==> config.mk <==
export PLATFORM = sky130hd
export DESIGN_NAME = adc_sample_ctrl
export DESIGN_NICKNAME = d
export VERILOG_FILES = /design/src/rtl/adc_pkg.sv /design/src/rtl/adc_period_timer.sv /design/src/rtl/adc_sample_ctrl.sv
export SDC_FILE = /design/constraint.sdc
export NUM_CORES = 1
export LEC_CHECK = 0
export ABC_CLOCK_PERIOD_IN_PS = 1900
export CAP_MARGIN = 25
export CORE_ASPECT_RATIO = 1.2
export CORE_MARGIN = 4
export CORE_UTILIZATION = 30
export CTS_BUF_LIST = sky130_fd_sc_hd__clkbuf_8
export CTS_CLUSTER_SIZE = 8
export DETAILED_ROUTE_END_ITERATION = 8
export GPL_TIMING_DRIVEN = 0
export PLACE_DENSITY = 0.58
export RECOVER_POWER = 100
export SLEW_MARGIN = 15
export SYNTH_ARGS = -nofsm -noshare
export SYNTH_HDL_FRONTEND = slang
export SYNTH_SLANG_ARGS = --single-unit
==> constraint.sdc <==
create_clock -name clk -period 1.9 [get_ports clk]
set_input_delay 0.38 -clock clk [delete_from_list [all_inputs] [get_ports clk]]
set_output_delay 0.38 -clock clk [all_outputs]
set_load 0.02 [all_outputs]
==> src/rtl/adc_pkg.sv <==
// Shared frame geometry, FSM state type and frame decode helpers for the
// serial ADC sequencer.
package adc_pkg;

    localparam int FRAME_BITS = 16;
    localparam int DATA_W     = 12;
    localparam int LEAD_ZEROS = 4;

    typedef enum logic [2:0] {
        ST_IDLE,
        ST_SETUP,
        ST_SHIFT,
        ST_DONE,
        ST_QUIET
    } state_e;

    // The converter always sends LEAD_ZEROS zero bits ahead of the data.
    // Any one set there means the frame cannot be trusted.
    function automatic logic frame_error(input logic [FRAME_BITS-1:0] frame);
        return |frame[FRAME_BITS-1 -: LEAD_ZEROS];
    endfunction

    function automatic logic [DATA_W-1:0] frame_data(input logic [FRAME_BITS-1:0] frame);
        return frame[DATA_W-1:0];
    endfunction

endpackage

==> src/rtl/adc_period_timer.sv <==
// Free-running conversion period timer. It counts only while enabled, and
// restarts from zero each time it is enabled, so that the first tick comes a
// full period after enable.
module adc_period_timer #(
    parameter int SAMPLE_PERIOD = 2000
) (
    input  logic clk,
    input  logic rst,
    input  logic en,
    output logic tick
);

    localparam int CW = (SAMPLE_PERIOD > 1) ? $clog2(SAMPLE_PERIOD) : 1;
    localparam logic [CW-1:0] LAST = CW'(SAMPLE_PERIOD - 1);

    logic [CW-1:0] cnt_q, cnt_d;

    // Next count: wrap at the end of the period, hold at zero when disabled.
    always_comb begin
        cnt_d = cnt_q;
        if (!en) begin
            cnt_d = '0;
        end else if (cnt_q == LAST) begin
            cnt_d = '0;
        end else begin
            cnt_d = cnt_q + 1'b1;
        end
    end

    // Period counter register.
    always_ff @(posedge clk or posedge rst) begin
        if (rst) begin
            cnt_q <= '0;
        end else begin
            cnt_q <= cnt_d;
        end
    end

    assign tick = en && (cnt_q == LAST);

endmodule

==> src/rtl/adc_sample_ctrl.sv <==
// Conversion sequencer for the 12-bit serial ADC. It generates cs/sclk as
// registered clk-domain outputs, shifts in one 16-bit frame per trigger and
// presents the 12-bit result with a one-cycle valid strobe.
module adc_sample_ctrl
    import adc_pkg::*;
#(
    parameter int CLK_DIV       = 4,
    parameter int SAMPLE_PERIOD = 2000
) (
    input  logic              clk,
    input  logic              rst,
    input  logic              en,
    input  logic              start,
    input  logic              clr_ovr,
    input  logic              sdata,
    output logic              cs,
    output logic              sclk,
    output logic [DATA_W-1:0] sample,
    output logic              sample_valid,
    output logic              frame_err,
    output logic              busy,
    output logic              overrun
);

    if (CLK_DIV < 1) begin : g_bad_div
        $error("adc_sample_ctrl: CLK_DIV must be at least 1");
    end
    if (SAMPLE_PERIOD < 35 * CLK_DIV + 2) begin : g_bad_period
        $error("adc_sample_ctrl: SAMPLE_PERIOD too short for one frame");
    end

    localparam int HW = (CLK_DIV > 1) ? $clog2(CLK_DIV) : 1;
    localparam logic [HW-1:0] HALF_LAST = HW'(CLK_DIV - 1);
    localparam logic [4:0]    BIT_LAST  = 5'(FRAME_BITS - 1);

    state_e                  state_q, state_d;
    logic [HW-1:0]           half_q, half_d;
    logic [4:0]              bit_q, bit_d;
    logic [FRAME_BITS-1:0]   shift_q, shift_d;
    logic                    cs_q, cs_d;
    logic                    sclk_q, sclk_d;
    logic [DATA_W-1:0]       sample_q, sample_d;
    logic                    vld_q, vld_d;
    logic                    ferr_q, ferr_d;
    logic                    ovr_q, ovr_d;
    logic                    tick;
    logic                    trig;
    logic                    half_end;

    adc_period_timer #(
        .SAMPLE_PERIOD(SAMPLE_PERIOD)
    ) u_timer (
        .clk (clk),
        .rst (rst),
        .en  (en),
        .tick(tick)
    );

    // The software trigger only counts while periodic sampling is off.
    assign trig     = en ? tick : start;
    assign half_end = (half_q == HALF_LAST);

    // Sequencer next state and registered pin/result values.
    always_comb begin
        state_d  = state_q;
        half_d   = half_q;
        bit_d    = bit_q;
        shift_d  = shift_q;
        cs_d     = cs_q;
        sclk_d   = sclk_q;
        sample_d = sample_q;
        ferr_d   = ferr_q;
        vld_d    = 1'b0;

        unique case (state_q)
            ST_IDLE: begin
                half_d = '0;
                bit_d  = '0;
                if (trig) begin
                    state_d = ST_SETUP;
                    cs_d    = 1'b0;
                    sclk_d  = 1'b1;
                end
            end
            ST_SETUP: begin
                if (half_end) begin
                    half_d  = '0;
                    sclk_d  = 1'b0;
                    state_d = ST_SHIFT;
                end else begin
                    half_d = half_q + 1'b1;
                end
            end
            ST_SHIFT: begin
                if (half_end) begin
                    half_d = '0;
                    if (!sclk_q) begin
                        // Rising sclk edge: this is where the ADC bit is stable.
                        sclk_d  = 1'b1;
                        shift_d = {shift_q[FRAME_BITS-2:0], sdata};
                        bit_d   = bit_q + 5'd1;
                        if (bit_q == BIT_LAST) begin
                            state_d = ST_DONE;
                        end
                    end else begin
                        sclk_d = 1'b0;
                    end
                end else begin
                    half_d = half_q + 1'b1;
                end
            end
            ST_DONE: begin
                cs_d     = 1'b1;
                sample_d = frame_data(shift_q);
                ferr_d   = frame_error(shift_q);
                vld_d    = 1'b1;
                half_d   = '0;
                bit_d    = '0;
                state_d  = ST_QUIET;
            end
            ST_QUIET: begin
                if (half_end) begin
                    half_d  = '0;
                    state_d = ST_IDLE;
                end else begin
                    half_d = half_q + 1'b1;
                end
            end
            default: begin
                state_d = ST_IDLE;
                cs_d    = 1'b1;
                sclk_d  = 1'b1;
            end
        endcase
    end

    // Overrun is sticky; a dropped trigger beats a simultaneous clear.
    always_comb begin
        ovr_d = ovr_q;
        if (trig && (state_q != ST_IDLE)) begin
            ovr_d = 1'b1;
        end else if (clr_ovr) begin
            ovr_d = 1'b0;
        end
    end

    // Control and output registers; reset abandons any frame in flight.
    always_ff @(posedge clk or posedge rst) begin
        if (rst) begin
            state_q  <= ST_IDLE;
            half_q   <= '0;
            bit_q    <= '0;
            cs_q     <= 1'b1;
            sclk_q   <= 1'b1;
            sample_q <= '0;
            vld_q    <= 1'b0;
            ferr_q   <= 1'b0;
            ovr_q    <= 1'b0;
        end else begin
            state_q  <= state_d;
            half_q   <= half_d;
            bit_q    <= bit_d;
            cs_q     <= cs_d;
            sclk_q   <= sclk_d;
            sample_q <= sample_d;
            vld_q    <= vld_d;
            ferr_q   <= ferr_d;
            ovr_q    <= ovr_d;
        end
    end

    // Frame shift register; its contents matter only once a frame completes.
    always_ff @(posedge clk) begin
        shift_q <= shift_d;
    end

    assign cs           = cs_q;
    assign sclk         = sclk_q;
    assign sample       = sample_q;
    assign sample_valid = vld_q;
    assign frame_err    = ferr_q;
    assign overrun      = ovr_q;
    assign busy         = (state_q != ST_IDLE);

endmodule

# ---- Word-level counts from Yosys, hierarchy flattened
# Cells that the tools add are included.
dict set report op_classes {
  n_eq_ne 13
  n_bitwise 3
  mul 0
  order_cmp 0
  mux 25
  n_div 0
  shift 0
  addsub 3
  n_reduce_logical 16
}
# cell count
set op_table {}
lappend op_table {{$mux W11} 2}
lappend op_table {{$mux W3} 6}
lappend op_table {{$pmux W3 S5} 1}
lappend op_table {{$ne A2 B2 Y1 const B} 6}
lappend op_table {{$add A11 B1 Y11 const B} 1}
lappend op_table {{$eq A11 B11 Y1 const B} 1}
lappend op_table {{$mux W5} 2}
lappend op_table {{$pmux W5 S2} 1}
lappend op_table {{$mux W1} 9}
lappend op_table {{$eq A3 B2 Y1 const B} 2}
lappend op_table {{$reduce_and A3 Y1} 2}
lappend op_table {{$reduce_and A6 Y1} 1}
lappend op_table {{$reduce_bool A2 Y1} 3}
lappend op_table {{$add A5 B1 Y5 const B} 1}
lappend op_table {{$eq A5 B4 Y1 const B} 1}
lappend op_table {{$pmux W1 S4} 1}
lappend op_table {{$pmux W2 S2} 1}
lappend op_table {{$reduce_and A4 Y1} 1}
lappend op_table {{$reduce_or A2 Y1} 2}
lappend op_table {{$reduce_or A4 Y1} 1}
lappend op_table {{$eq A3 B1 Y1 const B} 1}
lappend op_table {{$eq A3 B3 Y1 const B} 1}
lappend op_table {{$logic_not A3 Y1} 1}
lappend op_table {{$not A1 Y1} 3}
lappend op_table {{8 further kinds} 9}
dict set report word_totals {
  memories 0
  out_inout_bits 18
  mem_bits_ro 0
  ramBits 0
  ff_bits 54
  input_bits 6
  latchBits 0
  wordCells 71
}

# ---- Longest topological paths before layout
# Gate-level depths: netlist (run 1).
dict set report depth {
  word_depth 5
  depth_mapped 7
  ltp_nobuf 6
}

# ---- By module
# From an unflattened synthesis (run 1), not the netlist that was laid out.
dict set report hier_totals {
  cells_unflattened 195
  area_unflattened_um2 2406.1
}
# mod seq_area_each_um2 area_each_um2 cells_each n_inst
set by_module_without_submodules {}
lappend by_module_without_submodules {adc_sample_ctrl 1158.6 1810.5 135 1}
lappend by_module_without_submodules {adc_period_timer 275.3 595.6 60 1}

# ---- Worst setup path after synthesis (run 1)
# No wires, ideal clock.
dict set report synth_path {
  path_type {register to register}
  from {reg half_q[0]}
  to {reg bit_q[0]}
  path_stages_with_launch 8
  path_buffers 2
  path_slack_ns 0.214
  setup_time_ns 0.125
  synth_period_minus_slack_ns 1.686
  required_time_ns 1.775
  arrival_time_ns 1.561
  cell_sequence {dfrtp_1 ha_1 buf_2 nor4b_4 and2_1 buf_4 nor2_2 mux2_4}
}
dict set report synth_via {
  elab_chain_cells 3
}
# item line_no
set synth_rtl {}
lappend synth_rtl {{from (decl)} adc_sample_ctrl.sv:37} ;# logic [HW-1:0] half_q, half_d;
lappend synth_rtl {{from (signal assigned)} adc_sample_ctrl.sv:161} ;# half_q <= half_d;
lappend synth_rtl {{$eq A2 B2 Y1} adc_sample_ctrl.sv:61} ;# assign half_end = (half_q == HALF_LAST);
lappend synth_rtl {{$ne A2 B2 Y1 (no line)} -}
lappend synth_rtl {{$reduce_and A3 Y1 (no line)} -}
lappend synth_rtl {{to (signal assigned)} adc_sample_ctrl.sv:162} ;# bit_q <= bit_d;
lappend synth_rtl {{to (decl)} adc_sample_ctrl.sv:38} ;# logic [4:0] bit_q, bit_d;
# No other way between the ends.
# A chain may end at the register's enable or synchronous reset.

# ---- Worst setup path in the final report (run 1)
dict set report layout_path {
  from {reg cs_q (netlist: cs)}
  to {out cs}
}
# item line_no
set layout_lines {}
lappend layout_lines {{from (decl)} adc_sample_ctrl.sv:40} ;# logic cs_q, cs_d;
lappend layout_lines {{from (signal assigned)} adc_sample_ctrl.sv:163} ;# cs_q <= cs_d;
lappend layout_lines {{to (decl)} adc_sample_ctrl.sv:16} ;# output logic cs,
# No word-level cell between the ends.

==> results of run 1 <==
-- what timing repair did --
| item | 4_1_cts | 5_1_grt |
|---|---|---|
| hold endpoints to repair | 0 | 0 |
| pin swaps | 1 | 1 |
| buffers inserted | 2 | 8 |
| setup endpoints to repair | 3 | 4 |
| gates resized for setup | 7 | 5 |
-- worst reg2reg max path, stage by stage (launching register included) --
cell	delay, ps
dfrtp_1	400
ha_1	150
clkbuf_4	180
nor4b_4	210
and2_1	190
buf_8	190
nor2_2	80
mux2_4	260
-- synth_stat cells (all sizes together) (3+ instances only) --
master / count / area share, %
xor2: 6 / 2.3
a22o: 3 / 1.1
inv: 7 / 1.1
mux2: 13 / 6.4
nand3: 13 / 3.0
nand2: 7 / 1.4
nand2b: 3 / 0.80
dfrtp: 36 / 39
o21ai: 5 / 1.1
edfxtp: 16 / 21
buf: 7 / 2.1
xnor2: 3 / 1.1
nor2: 14 / 2.7
ha: 4 / 2.1
and2: 5 / 1.3
a21oi: 4 / 0.86
and3: 5 / 1.3
-- per-stage QoR --
step | std cells | instance area (µm²) | setup TNS, ps | worst slack, ps | hold slack [ps]
finish | 311 | 2860 | 0 | 62.5 | 452
global route | 311 | 2860 | -7.23 | -7.23 | 467
floorplan | 180 | 2330 | 0 | 214 | 419
CTS | 303 | 2810 | -15.4 | -15.4 | 396
global placement | 292 | 2670 | -10910 | -301 | 430
detailed placement | 293 | 2700 | -117 | -107 | 430
-- kinds of logic (layout without fill, tap and decap cells) --
| family | count (synthesis) | in the layout | share of synthesized area (%) |
|---|---|---|---|
| simple gates | 60 | 60 | 15.6 |
| flops | 54 | 54 | 61.4 |
| compound gates | 24 | 24 | 7.40 |
| buf+inv | 16 | 57 | 3.59 |
| mux | 13 | 13 | 6.43 |
| xor+xnor | 9 | 9 | 3.38 |
| fa+ha+maj | 4 | 4 | 2.14 |
-- flip-flops by register name, indices dropped and copies added (netlist names) --
register,count
shift_q,16
sample,12
u_timer.cnt_q,11
bit_q,5
state_q,3
half_q,2
cs,1
frame_err,1
overrun,1
sample_valid,1
sclk,1
-- area by class of cell --
cell class	instances	share of cell area (%)
Buffer	9	2.54
Clock buffer	5	2.41
Clock inverter	3	1.01
Inverter	7	0.920
Multi-Input combinational cell	110	28.6
Sequential cell	54	50.2
Tap cell	90	3.94
Timing Repair Buffer	33	10.4
-- report_power, final --
group          leakage, nW  switching [mW]  internal [mW]  total, mW
combinational        0.543           0.774          0.809       1.58
clock               0.0506           0.403          0.276      0.679
sequential           0.634           0.152           1.43       1.58
-- path summary, 6_finish.rpt --
check	from	to	slack (ps)	cells after the start
worst max-delay path	cs$_DFFE_PP1P_	cs	60	1
worst min-delay path	en	u_timer.cnt_q[8]$_DFF_PP0_	450	2
worst max register to register	half_q[0]$_DFFE_PP0P_	bit_q[0]$_DFFE_PP0P_	130	7
worst min register to register	shift_q[8]$_DFFE_PP_	shift_q[9]$_DFFE_PP_	450	0
max in group asynchronous	rst	sclk$_DFFE_PP1P_	300	3
min in group asynchronous	rst	bit_q[0]$_DFFE_PP0P_	620	2
-- metal layers --
| layer | part of all wire, % | up-vias |
|---|---|---|
| li1 | - | 723 |
| met1 | 46 | 718 |
| met2 | 49 | 36 |
| met3 | 5.0 | 0 |
| met4 | 0 | 0 |
| met5 | 0 | - |
==> metrics.md, run 1 <==
| Metric | Value |
|---|---|
| Status | `finished clean` |
| CP endpoint kind | `output pin` |
| Per-cell routed wire length | `between 10 and 15 µm` |
| Buf+Inv Stages, Crit Path | `1` |
| Total number of H-tree levels | `2` |
| CTS tree | `yes` |
| Worst setup SP type | `flop` |
| Post-layout min period | `1840 ps` |
| Ys async rst share | `a little over 70%` |
| Reg clk slew, reported paths | `about 100 ps` |
| Fmax achieved | `around 540 MHz` |
| TritonCTS Sinks | `54` |
| Hpwl dp | `2.76 mm` |
| Cell count after synthesis | `180` |
| Max incr delay on CP | `600 ps` |
| Final slew viol count | `0` |
| Die W | `between 80 and 90 µm` |
| Commonest non-fill, non-tap cell in the layout | `dfrtp_1` |
| I/O Buffers | `22` |
| Layout cells sized above 1 | `18.1%` |
| Flops & latches, synth | `54` |
| Initial antenna violation count | `0` |
| Post-synth EDFFs | `16` |
| Fin nets | `230` |
| Synth unique cells | `just over 50` |
| Routed WL | `slightly above 4 mm` |
| Main flop type after synthesis | `dfrtp_1` |
| Post-Synthesis Cell Area | `2330 µm²` |
| Drt via density | `between 4 and 5` |
| Num ports | `24` |
| Crit path DAT | `around 1500 ps` |
| Clk buf depth | `2` |
| Critical path type | `flop to output pin` |
| Global routing's busiest layer | `met2` |
| Max-slew headroom | `between 50 and 60%` |
| Slowest-stage cell, CP | `clkdlybuf4s50_1` |
| Worst-margin pin slew | `around 730 ps` |
| Grt met2 use | `14.4%` |
| Placement Rows | `34` |
| Routing usage on met3 | `between 2 and 3%` |
| Drt first pass iters | `4` |
| Total power | `3.84 mW` |
| CP delay by family, top | `buffers and inverters` |
| Worst-skew pair later-pin latency | `around 310 ps` |
| Tcrit/Tclk final | `a little over nine tenths` |
| Final ANT Viol Nets | `0` |
| Antenna cells | `0` |
| GR Util All Layers | `roughly a tenth` |
| CP Cell Sequence | `clkdlybuf4s50_1` |
| Final Util | `38.6%` |
| Root Buffer | `clkbuf_8` |
| Routed vias | `about 1,500` |
| FILL cells | `between 700 and 800` |
| Clock skew | `between 9 and 10 ps` |
| CTS Hold Bufs | `0` |
| Worst Hold Class | `input pin to flop` |
| First-pass GRT wire length | `about 7 mm` |
| Critical Path RT | `roughly 1500 ps` |
| Die ar. | `around 9000 µm²` |
| Static leakage | `between 1 and 1.5 nW` |
| Area of the multi-input gates | `816 µm²` |
| Yosys warnings | `0` |
| Residual DRC | `0` |
| Area Overhead vs Synth | `22.3%` |
| Mapped Avg Cell Area | `about 13 µm²` |
| PD cells | `around 1300 nW/µm²` |
| Vias in the first global route | `~1,500` |
| Overflow after GRT | `0` |
| Number of CTS-inserted buffers | `5` |
| Endpoints failing setup | `0` |
| Worst vdd ir | `slightly above 0.7 mV` |
| Starting DRT DRC Count | `82` |
| Met1 usage | `about an eighth` |
| Core ar. | `7400 µm²` |
| Final Hold Fails | `0` |
| # Max-Cap Violations | `0` |
| Largest net degree at the start of global routing | `21` |
| Initial Util | `31.5%` |
| Most frequent cells in the layout | `dfrtp_1, clkdlybuf4s50_1, edfxtp_1` |
| Final Wtd Congestion | `0.708` |
| Syn Nets | `190` |
| Maximum fanout along the worst path | `2` |
| Die Ht | `~100 µm` |
| Register area | `1430 µm²` |
| Register area share after synthesis | `61.4%` |
Power figures use the tool's default switching activity.
==> run 2: changes to the inputs <==
SKIP_LAST_GASP = 1   (was not set)
==> run 2 against run 1 <==
Against the previous run: non-clock buffer count decreased by 8; global-route usage unchanged; register-to-register slack got worse by 30 ps; sequential power about the same; worst hold slack worse by 2.4 ps; total power decreased by 4.4%; critical path depth did not move; highest routed layer is now met4; flip-flop and latch count unchanged.
==> metrics.md, run 2 (synthesis results as in run 1) <==
| Metric | Value |
|---|---|
| Status | `finished clean` |
| Static leakage | `1.18 nW (-3.6%)` |
| Core ar. | `7400 µm² (unchanged)` |
| Final Wtd Congestion | `0.708 (unchanged)` |
| Fin nets | `222 (-3.5%)` |
| Routed vias | `1,452 (-1.7%)` |
| I/O Buffers | `22 (unchanged)` |
| Most frequent cells in the layout | `dfrtp_1, clkdlybuf4s50_1, edfxtp_1` |
| Initial Util | `31.5% (unchanged)` |
| Antenna cells | `0 (unchanged)` |
| Routed WL | `3.96 mm (-2.2%)` |
| Endpoints failing setup | `0 (unchanged)` |
| Reg clk slew, reported paths | `100 ps (about the same)` |
| Clk buf depth | `2 (unchanged)` |
| Post-route cell area | `2770 µm² (-2.9%)` |
| TNS Setup | `0 ps (unchanged)` |
| Post-DP Area | `2700 µm² (unchanged)` |
| Die W | `88.5 µm (unchanged)` |
| Critical path type | `flop to output pin` |
| RSZ-0062 raised after global routing | `yes` |
| CTS Hold Bufs | `0 (unchanged)` |
| Max reg flops | `16 (unchanged)` |
| Number of CTS-inserted buffers | `5 (unchanged)` |
| Per-cell routed wire length | `13.1 µm (+0.41%)` |
| CP Depth | `1 (unchanged)` |
| Starting DRT DRC Count | `87 (+6.1%)` |
| Top reg by flops | `shift_q` |
| Drt first pass iters | `4 (unchanged)` |
| TritonCTS Sinks | `54 (unchanged)` |
| Worst vdd ir | `0.625 mV (-13%)` |
| CTS tree | `yes` |
| Hpwl dp | `2.76 mm (unchanged)` |
| Buf+Inv Stages, Crit Path | `1 (unchanged)` |
| R2R cell count | `7 (unchanged)` |
| Critical Path RT | `1520 ps (about the same)` |
| Fmax achieved | `544 MHz (about the same)` |
| Worst r2r src | `half_q[0]$_DFFE_PP0P_` |
| Final ANT Viol Nets | `0 (unchanged)` |
| Max incr delay on CP | `600 ps (about the same)` |
| GR Util All Layers | `9.57% (unchanged)` |
| PD cells | `1320 nW/µm² (-1.6%)` |
| Register area | `1430 µm² (unchanged)` |
| Commonest non-fill, non-tap cell in the layout | `dfrtp_1` |
| Maximum fanout along the worst path | `2 (unchanged)` |
| R2R Setup Slk | `100 ps (-30 ps)` |
| Placement Rows | `34 (unchanged)` |
| Drt via density | `4.79 (+0.90%)` |
| Tcrit/Tclk final | `96.7% (about the same)` |
| Max-slew headroom | `51.5% (about the same)` |
| Initial antenna violation count | `0 (unchanged)` |
| Residual DRC | `0 (unchanged)` |
| Worst setup path endpoint | `cs` |
| Area Overhead vs Synth | `18.8%` |
| Die ar. | `9260 µm² (unchanged)` |
| CP delay by family, top | `buffers and inverters` |
| Crit path DAT | `1460 ps (about the same)` |
| Worst setup SP type | `flop` |
| Num ports | `24 (unchanged)` |
| Worst Hold Class | `input pin to flop` |
| Clock skew | `9.61 ps (-0.148 ps)` |
| Worst-margin pin slew | `726 ps (+0.261 ps)` |
| Final Hold Fails | `0 (unchanged)` |
| Worst-skew pair later-pin latency | `310 ps (about the same)` |
| First-pass GRT wire length | `7.03 mm (unchanged)` |
| Overflow after GRT | `0 (unchanged)` |
| Slowest-stage cell, CP | `clkdlybuf4s50_1` |
| CP Cell Sequence | `clkdlybuf4s50_1` |
| Layout cells sized above 1 | `15.0% (-3.1 points)` |
| Critical Path Start | `cs$_DFFE_PP1P_` |
| Hold Path Cell Cnt | `2 (unchanged)` |
| Total number of H-tree levels | `2 (unchanged)` |
| Vias in the first global route | `1,461 (unchanged)` |
| Final Util | `37.5% (-1.1 points)` |
| # Max-Cap Violations | `0 (unchanged)` |
| Final slew viol count | `0 (unchanged)` |
| CP endpoint kind | `output pin` |
| Post-layout min period | `1840 ps (+0.544 ps)` |
| FILL cells | `749 (+0.54%)` |
| Die Ht | `105 µm (unchanged)` |
| Area of the multi-input gates | `806 µm² (-1.2%)` |
| Largest net degree at the start of global routing | `21 (unchanged)` |
| Reg2reg end | `bit_q[0]$_DFFE_PP0P_` |
| Root Buffer | `clkbuf_8` |
[run 2: final cells by class]
class	instances	share of cell area (%)
repair buffers	26	8.71
multi-input cells	110	29.1
inverters	7	0.948
flip-flops and latches	54	51.7
clock inverters	3	1.04
well taps	90	4.06
plain buffers	8	1.99
clock buffers	5	2.48
[run 2: per-stage QoR]
step | std cells | hold WS [ps] | power (mW) | setup WS [ps]
after CTS | 303 | 396 | 3.76 | -25.7
after global placement | 292 | 430 | 3.02 | -301
after detailed placement | 293 | 430 | 3.05 | -107
after floorplan | 180 | 419 | 2.50 | 214
after global routing | 303 | 467 | 3.91 | -48.5
final | 303 | 450 | 3.67 | 62.0
[run 2: worst min path at each step]
| stage | from | to | slack, ps |
|---|---|---|---|
| floorplan | shift_q[11]$_DFFE_PP_ | shift_q[12]$_DFFE_PP_ | 420 |
| global placement | shift_q[1]$_DFFE_PP_ | shift_q[2]$_DFFE_PP_ | 430 |
| detailed placement | shift_q[4]$_DFFE_PP_ | shift_q[5]$_DFFE_PP_ | 430 |
| CTS | rst | u_timer.cnt_q[10]$_DFF_PP0_ | 400 |
| global route | en | u_timer.cnt_q[8]$_DFF_PP0_ | 470 |
| finish | en | u_timer.cnt_q[8]$_DFF_PP0_ | 450 |
[run 2: where the power goes]
group          leakage, nW  internal (mW)  switching [mW]
Combinational        0.499          0.691           0.722
Clock               0.0506          0.276           0.405
Sequential           0.634           1.43           0.151
[run 2: timing repair]
item / 4_1_cts / 5_1_grt
setup endpoints to repair: 3 / 4
pin swaps: 1 / 0
gates resized for setup: 6 / 1
buffers inserted: 2 / 1
[run 2: per-layer routing]
metal / global-route usage [%] / routed length (µm) / part of all wire [%] / vias up
met4: 2.92 / 36 / 0.91 / 0
met3: 2.83 / 174 / 4.4 / 4
li1: - / - / - / 709
met2: 14.4 / 1870 / 47 / 27
met5: 0 / 0 / 0 / -
met1: 13.2 / 1890 / 48 / 712
